`src/rtl/mac_seq_pkg.sv`:
```
// Shared types and defaults for the MAC sequencer slice.
package mac_seq_pkg;

   localparam int unsigned DW_DEF    = 8;
   localparam int unsigned N_MAX_DEF = 16;

   typedef enum logic [1:0] {
      IDLE  = 2'd0,
      RUN   = 2'd1,
      DRAIN = 2'd2,
      HOLD  = 2'd3
   } state_t;

   // Limit a requested frame length to the coefficient file depth.
   function automatic int unsigned clamp_len(input int unsigned len, input int unsigned n_max);
      return (len > n_max) ? n_max : len;
   endfunction

endpackage

```
`src/rtl/mac_coef_rf.sv`:
```
// Coefficient register file: async clear, synchronous write, combinational read.
module mac_coef_rf #(
   parameter int unsigned DW    = 8,
   parameter int unsigned N_MAX = 16,
   parameter int unsigned AW    = $clog2(N_MAX)
) (
   input  logic          clk,
   input  logic          reset,
   input  logic          we,
   input  logic [AW-1:0] waddr,
   input  logic [DW-1:0] wdata,
   input  logic [AW-1:0] raddr,
   output logic [DW-1:0] rdata
);

   logic [DW-1:0] mem [N_MAX];

   // Storage: cleared on reset, one write port.
   always_ff @(posedge clk or negedge reset) begin
      if (!reset) begin
         for (int i = 0; i < int'(N_MAX); i++) mem[i] <= '0;
      end else if (we) begin
         mem[waddr] <= wdata;
      end
   end

   assign rdata = mem[raddr];

endmodule

```
`src/rtl/mac_seq_ctrl.sv`:
```
// Sequencer for the 8-bit MAC datapath: gates samples, supplies coefficients,
// drives the product/accumulator/mux enables and hands the frame result downstream.
// Optional: define MAC_SEQ_CTRL_TLAST_CHECK_EN to flag s_tlast/length mismatches on frame_err.
module mac_seq_ctrl
   import mac_seq_pkg::*;
#(
   parameter int unsigned DW    = DW_DEF,
   parameter int unsigned N_MAX = N_MAX_DEF,
   parameter int unsigned LEN_W = $clog2(N_MAX + 1),
   parameter int unsigned AW    = $clog2(N_MAX)
) (
   input  logic             clk,
   input  logic             reset,
   input  logic [LEN_W-1:0] cfg_len,
   input  logic             cfg_we,
   input  logic [AW-1:0]    cfg_addr,
   input  logic [DW-1:0]    cfg_wdata,
   input  logic             s_tvalid,
   output logic             s_tready,
   input  logic             s_tlast,
   output logic [DW-1:0]    k_TDATA,
   output logic             r1_enable,
   output logic             r2_enable,
   output logic             m_enable,
   output logic             m_tvalid,
   input  logic             m_tready,
   output logic             busy,
   output logic             frame_err
);

   state_t           state, state_nxt;
   logic [LEN_W-1:0] len_q, len_nxt, len_c;
   logic [AW-1:0]    tap_idx, tap_nxt;
   logic             hs, is_last, coef_we, err_nxt;

   assign len_c = LEN_W'(clamp_len(32'(cfg_len), N_MAX));

   // Sample acceptance; held low while reset is asserted so every output reads 0.
   assign s_tready  = reset && (((state == IDLE) && (cfg_len != '0)) || (state == RUN));
   assign hs        = s_tvalid & s_tready;
   assign r1_enable = hs;
   assign coef_we   = cfg_we & (state == IDLE);

   mac_coef_rf #(
      .DW    (DW),
      .N_MAX (N_MAX),
      .AW    (AW)
   ) u_coef_rf (
      .clk   (clk),
      .reset (reset),
      .we    (coef_we),
      .waddr (cfg_addr),
      .wdata (cfg_wdata),
      .raddr (tap_idx),
      .rdata (k_TDATA)
   );

   // Next-state, frame length and tap index.
   always_comb begin
      state_nxt = state;
      len_nxt   = len_q;
      tap_nxt   = tap_idx;
      is_last   = 1'b0;
      unique case (state)
         IDLE: begin
            is_last = (len_c == LEN_W'(1));
            if (hs) begin
               len_nxt   = len_c;
               tap_nxt   = is_last ? '0 : AW'(1);
               state_nxt = is_last ? DRAIN : RUN;
            end
         end
         RUN: begin
            is_last = (LEN_W'(tap_idx) == (len_q - LEN_W'(1)));
            if (hs) begin
               tap_nxt = is_last ? '0 : tap_idx + AW'(1);
               if (is_last) state_nxt = DRAIN;
            end
         end
         DRAIN:   state_nxt = HOLD;
         HOLD:    if (m_tready) state_nxt = IDLE;
         default: state_nxt = IDLE;
      endcase
   end

`ifdef MAC_SEQ_CTRL_TLAST_CHECK_EN
   // Sticky error when the marker disagrees with the latched frame length.
   assign err_nxt = frame_err | (hs & (s_tlast != is_last));
`else
   logic unused_tlast;
   assign unused_tlast = s_tlast;
   assign err_nxt      = 1'b0;
`endif

   // State and registered outputs; enables lag the handshake by one cycle.
   always_ff @(posedge clk or negedge reset) begin
      if (!reset) begin
         state     <= IDLE;
         len_q     <= '0;
         tap_idx   <= '0;
         r2_enable <= 1'b0;
         m_enable  <= 1'b0;
         m_tvalid  <= 1'b0;
         busy      <= 1'b0;
         frame_err <= 1'b0;
      end else begin
         state     <= state_nxt;
         len_q     <= len_nxt;
         tap_idx   <= tap_nxt;
         r2_enable <= hs;
         m_enable  <= hs && (tap_idx == '0);
         m_tvalid  <= (state_nxt == HOLD);
         busy      <= (state_nxt != IDLE);
         frame_err <= err_nxt;
      end
   end

endmodule
```
`config.mk`:
```
export PLATFORM = sky130hd
export DESIGN_NAME = mac_seq_ctrl
export DESIGN_NICKNAME = d
export VERILOG_FILES = /design/src/rtl/mac_seq_pkg.sv /design/src/rtl/mac_coef_rf.sv /design/src/rtl/mac_seq_ctrl.sv
export SDC_FILE = /design/constraint.sdc
export NUM_CORES = 1
export LEC_CHECK = 0
export ABC_AREA = 1
export BUFFER_PORTS_ARGS = -buffer_cell sky130_fd_sc_hd__buf_2
export CAP_MARGIN = 20
export CORE_UTILIZATION = 40
export DETAILED_ROUTE_END_ITERATION = 6
export PLACE_DENSITY_LB_ADDON = 0.2
export RECOVER_POWER = 100
export SYNTH_ARGS = -nofsm -noshare
export SYNTH_HDL_FRONTEND = slang
export SYNTH_SLANG_ARGS = --single-unit
```
`constraint.sdc`:
```
create_clock -name clk -period 2 [get_ports clk]
set_input_delay 0.2 -clock clk [delete_from_list [all_inputs] [get_ports clk]]
set_output_delay 0.2 -clock clk [all_outputs]
set_load 0.1 [all_outputs]
```
# Word level (Yosys, flattened, before mapping)
# Cells that the tools add are included.
[totals] reg_bits=143 word_cells=71
[op_classes] reduce_logical=12 order_cmp=4 eq_ne=8 muxes=18 bitwise=4 addsub=2
[ops] op="$bwmux W128" count=1
[ops] op="$bmux W8 S4" count=1
[ops] op="$demux W8 S4" count=1
[ops] op="$mux W8" count=3
[ops] op="$mux W4" count=3
[ops] op="$ge A5 B5 Y1 const B" count=2
[ops] op="$mux W2" count=5
[ops] op="$not A4 Y5" count=2
[ops] op="$pmux W2 S4" count=1
[ops] op="$pmux W4 S2" count=1
[ops] op="$eq A2 B2 Y1 const B" count=3
[ops] op="$eq A4 B5 Y1" count=1
[ops] op="$eq A5 B1 Y1 const B" count=1
[ops] op="$gt A5 B5 Y1 const B" count=1
[ops] op="$lt A5 B1 Y1 const B" count=1
[ops] op="$mux W5" count=1
[ops] op="$reduce_bool A5 Y1" count=1
[ops] op="$sub A5 B1 Y5 const B" count=1
[ops] op="$add A4 B1 Y4 const B" count=1
[ops] op="$logic_and A1 B1 Y1" count=4
[ops] op="$logic_not A4 Y1" count=1
[ops] op="$ne A2 B2 Y1 const B" count=2
[ops] op="$reduce_bool A2 Y1" count=2
[ops] op="$reduce_and A3 Y1" count=1
[ops] op="6 further kinds" count=7

# Logic depth before layout (Yosys ltp)
[depth] depth_word=8 ltp_mapped=12 ltp_nobuf=12

# By module
# From an unflattened synthesis, not the netlist that was laid out.
[hier_totals] cells_unflattened=968 area_unflattened_um2=7161.9
[modules_own_cells] mod="mac_coef_rf" cells_each=850 instances=1 area_each_um2=6271.0 seq_area_each_um2=3203.1
[modules_own_cells] mod="mac_seq_ctrl" cells_each=118 instances=1 area_each_um2=890.9 seq_area_each_um2=375.4

# Least setup slack after synthesis
# Ideal clock, no wire load.
[synth_timing] path_kind="reg2reg" start="register state[1]" end="register busy" arrival_time_ns=2.546 n_path_buf=0 setup_ns=0.122 stages_incl_launch_ff=7 slack_ns=-0.668 period_less_slack_ns=2.668 path_cell_list="dfrtp_1 nor2_1 nand2_1 nor2_1 nand3_1 a21oi_1 nand2_1"
[synth_via] elab_chain_cells=8 word_cells_on_any_way=14 cone_classes="3 x eq/ne; 5 x mux; 1 x bitwise; 5 x reduce/logical"
[synth_rtl] item="start: declaration" line_no="mac_seq_ctrl.sv:31" source="state_t state, state_nxt;"
[synth_rtl] item="start signal: assignment" line_no="mac_seq_ctrl.sv:107" source="state <= state_nxt;"
[synth_rtl] item="$logic_not A2 Y1" line_no="mac_seq_ctrl.sv:39" source="assign s_tready = reset && (((state == IDLE) && (cfg_len != '0)) || (state == RUN));"
[synth_rtl] item="$logic_and A1 B1 Y1" line_no="mac_seq_ctrl.sv:39"
[synth_rtl] item="$logic_or A1 B1 Y1 *" line_no="mac_seq_ctrl.sv:39"
[synth_rtl] item="$logic_and A1 B1 Y1 *" line_no="mac_seq_ctrl.sv:39"
[synth_rtl] item="$and A1 B1 Y1 *" line_no="mac_seq_ctrl.sv:40" source="assign hs = s_tvalid & s_tready;"
[synth_rtl] item="via r1_enable" line_no="mac_seq_ctrl.sv:22" source="output logic r1_enable,"
[synth_rtl] item="$mux W2 (on tied branches)" line_no="mac_seq_ctrl.sv:75, mac_seq_ctrl.sv:67"
[synth_rtl] item="$pmux W2 S4 *" line_no="mac_seq_ctrl.sv:64" source="unique case (state)"
[synth_rtl] item="$reduce_bool A2 Y1 *" line_no="mac_seq_ctrl.sv:113" source="busy <= (state_nxt != IDLE);"
[synth_rtl] item="end signal: assignment" line_no="mac_seq_ctrl.sv:113"
[synth_rtl] item="end: declaration" line_no="mac_seq_ctrl.sv:27" source="output logic busy,"
# The timed path passes the listed nets; every way through them passes the cells marked *.
# A chain may end at the register's enable or synchronous reset.

# Final worst setup path
[layout_timing] start="register tap_idx[0]" end="output port k_TDATA[0]"
[layout_via] elab_chain_cells=4
[layout_rtl] item="start: declaration" line_no="mac_seq_ctrl.sv:33" source="logic [AW-1:0] tap_idx, tap_nxt;"
[layout_rtl] item="start signal: assignment" line_no="mac_seq_ctrl.sv:109" source="tap_idx <= tap_nxt;"
[layout_rtl] item="$not A4 Y5 (implied by the code)" line_no="mac_coef_rf.sv:27" source="assign rdata = mem[raddr];"
[layout_rtl] item="$bmux W8 S4" line_no="mac_coef_rf.sv:27"
[layout_rtl] item="$mux W8 (implied by the code) (2 in series)" line_no="mac_coef_rf.sv:27"
[layout_rtl] item="end: declaration" line_no="mac_seq_ctrl.sv:21" source="output logic [DW-1:0] k_TDATA,"
# No other way between the ends. The select of a mux whose other input is x is not followed.

==> results.toml <==
[outcome]
outcome = "finished, violations left"
violations = "negative setup slack"

[final_layout]
num_antenna_cells = 0
register_area_mm2 = 0.00358
fin_nets = 872
fin_area_mm2 = 0.00797
final_core_util_pct = 49.6
nFillCells = 1521
drive_gt1_share_pct = 13.9
multi_input_area_mm2 = 0.00276
fin_cells = 1073
area_growth_pct = 19.5

[worst_setup_path]
slowest_delay_ns = 0.45
crit_chain = "buf_4 > nor2_1 > nor2_1 > o21ai_0 > o21ai_0 > o211ai_1 > nand3_2 > buf_12"
crit_type = "flip-flop to primary output"
reg2reg_to = "u_coef_rf.mem[42]$_DFFE_PN0P_"
cp.required_ns = 1.80
r2r_cells = 7
critPathCaptureType = "primary output"
path_max_fanout = 21
crit_family = "compound AO/OA/AOI/OAI gates"
arrival_ns = 2.10
r2r-start = "state[0]$_DFF_PN0_"
start_kind = "flip-flop"
crit_buf_inv = 2
cp-startpoint = "tap_idx[0]$_DFFE_PN0P_"
cp_slowest_cell = "dfrtp_2"
reg2reg_slack_ns = 0.16

[hold_path]
holdPathStages = 3
min_from = "cfg_len[1]"
hold_path_class = "input port to flip-flop"
hold_path_end = "len_q[1]$_DFFE_PN0P_"

[power_and_ir_drop]
power_density_mw_per_mm2 = 1850
total_power_w = 0.0148
ir_drop_uv = 1100
cellLeakagePower_nw = 3.74

[place]
gp_congestion = 0.889
io_buffers = 35
dp_cells = 1039
dp_hpwl_um = 11300
placed_area_mm2 = 0.00730

[floorplanning]
io_pins = 38
fp.coreArea_mm2 = 0.0161
start_util_pct = 41.5
rows = 46
fp.dieW_um = 131
die_h_um = 131
die_area_mm2 = 0.0172

[sta]
slew_viol_final = 0
finalHoldViolCount = 0
worst_slew_pin_slew_ns = 1.30
fin_crit_ns = 2.30
setup_slack_ns = -0.303
rsz0062_at_grt = "true"
setup_viol = 9
relSlewSlack_pct = 13.4
period_share_pct = 115
max_freq_mhz = 434
setup_tns_ns = -2.14
fin_skew_ns = 0.00519

[synth]
ys.flop_type = "dfrtp_1"
synth.area.top_cells = "dfrtp_1 54%, o21ai_0 15%, nand2_1 11%"
netlist_instances = 811
synth_fp_nets = 837
ys_types = 25
synth_area_mm2 = 0.00666
yosysSeqAreaShare_pct = 53.7
async_flop_share_pct = 100
yosys.area.top_type_share_pct = 53.7
synth.most_common_cell = "o21ai_0"
synth_common_cells = "200 x o21ai_0, 199 x nand2_1, 143 x dfrtp_1"
synth_warnings = 0
synth_area_per_cell_um2 = 8.22
ys_ff_latch = 143
synth_edf_count = 0
synth_top_area_cell = "dfrtp_1"

[routing]
drc = 0
drtIter0Drc = 447
via_per_inst = 5.27
routedWlPerCell_um = 16.5
wirelength_um = 17700
final_antenna_net_count = 0
vias = 5660
drt-pass1-iter-count = 5

[clock_network]
htree_levels = 4
clkLatencyLatePin_ns = 0.42
clock-sinks = 143
clk_pin_slew_worst_paths_ns = 0.06
clock_path_buffers = 2
root_buffer = "clkbuf_16"
numCtsBuffers = 17
cts_tree = "yes"

[global_routing]
grt_usage_pct = 22.9
grt_pass1_vias = 5503
antenna_found_initial = 0
grt_overflow = 0
grt_max_degree = 144
grt_pass1_wl_um = 29100

[run]
drv_cap = 0
## area by class of cell
type / instances / share of cell area, %
Clock buffer: 19 / 5.69
Sequential cell: 143 / 44.9
Inverter: 35 / 1.68
Tap cell: 216 / 3.39
Timing Repair Buffer: 66 / 7.54
Clock inverter: 11 / 2.07
Multi-Input combinational cell: 583 / 34.7
## cell usage in the layout (no fill, tap or decap), types with 13 or more instances in the layout
cell	count
inv_1	34
nand2_1	197
o211ai_1	14
buf_2	21
nor2_1	99
buf_12	13
o22ai_1	17
clkbuf_16	17
dfrtp_1	142
o21ai_0	191
## flip-flops by register name, summed over array words and instances, names as in the netlist
signal / cells
u_coef_rf.mem: 128
len_q: 5
tap_idx: 4
state: 2
busy: 1
m_enable: 1
m_tvalid: 1
r2_enable: 1
## per-layer routing
layer	routed length [um]	track usage, %	vias up
met3	916	5.11	27
met2	8090	35.7	175
met4	478	10.0	0
met1	8180	30.6	2696
li1	-	-	2762
met5	0	0	-
## worst min-delay path, cell delays in order
cell and delay [ns]:
buf_2 0.10, nand2_1 0.05, o21ai_0 0.06
## stage by stage
stage	hold WS (ns)	setup WS, ns
floorplan	-0.0956	0.0960
global placement	0.385	0.114
detailed placement	0.392	0.117
CTS	0.00643	-0.295
global route	0.0241	-0.394
finish	0.0205	-0.303
## cell families after synthesis
| family | synth area share [%] |
|---|---|
| AND/OR/NAND/NOR | 20.4 |
| other | 0.0563 |
| buffers and inverters | 6.01 |
| adder cells (fa/ha/maj) | 0.563 |
| flip-flops | 53.7 |
| XOR/XNOR | 0.131 |
| AO/OA/AOI/OAI | 19.2 |
## what timing repair did
item / CTS / global route
hold endpoints to repair: 143 / 0
buffers inserted: 3 / 0
gates resized for setup: 25 / 7
pin swaps: 16 / 13
endpoints found under the setup margin: 8 / 24
hold buffers: 1 / 0
## worst max-delay path by stage
stage,depth (start not counted),end,slack [ns]
4_1_cts,8,k_TDATA[0],-0.29
5_1_grt,10,k_TDATA[4],-0.39
3_3_place_gp,7,k_TDATA[6],0.11
3_5_place_dp,5,u_coef_rf.mem[6]$_DFFE_PN0P_,0.12
2_1_floorplan,8,tap_idx[3]$_DFFE_PN0P_,0.1
6_report,8,k_TDATA[0],-0.30
## power breakdown
part           internal [W]  total (W)  switching [W]
combinational       0.00239    0.00668        0.00429
sequential          0.00407    0.00479       0.000712
clock               0.00213    0.00331        0.00118
total               0.00859     0.0148        0.00618
No activity file was read; power rests on OpenSTA's default activity.
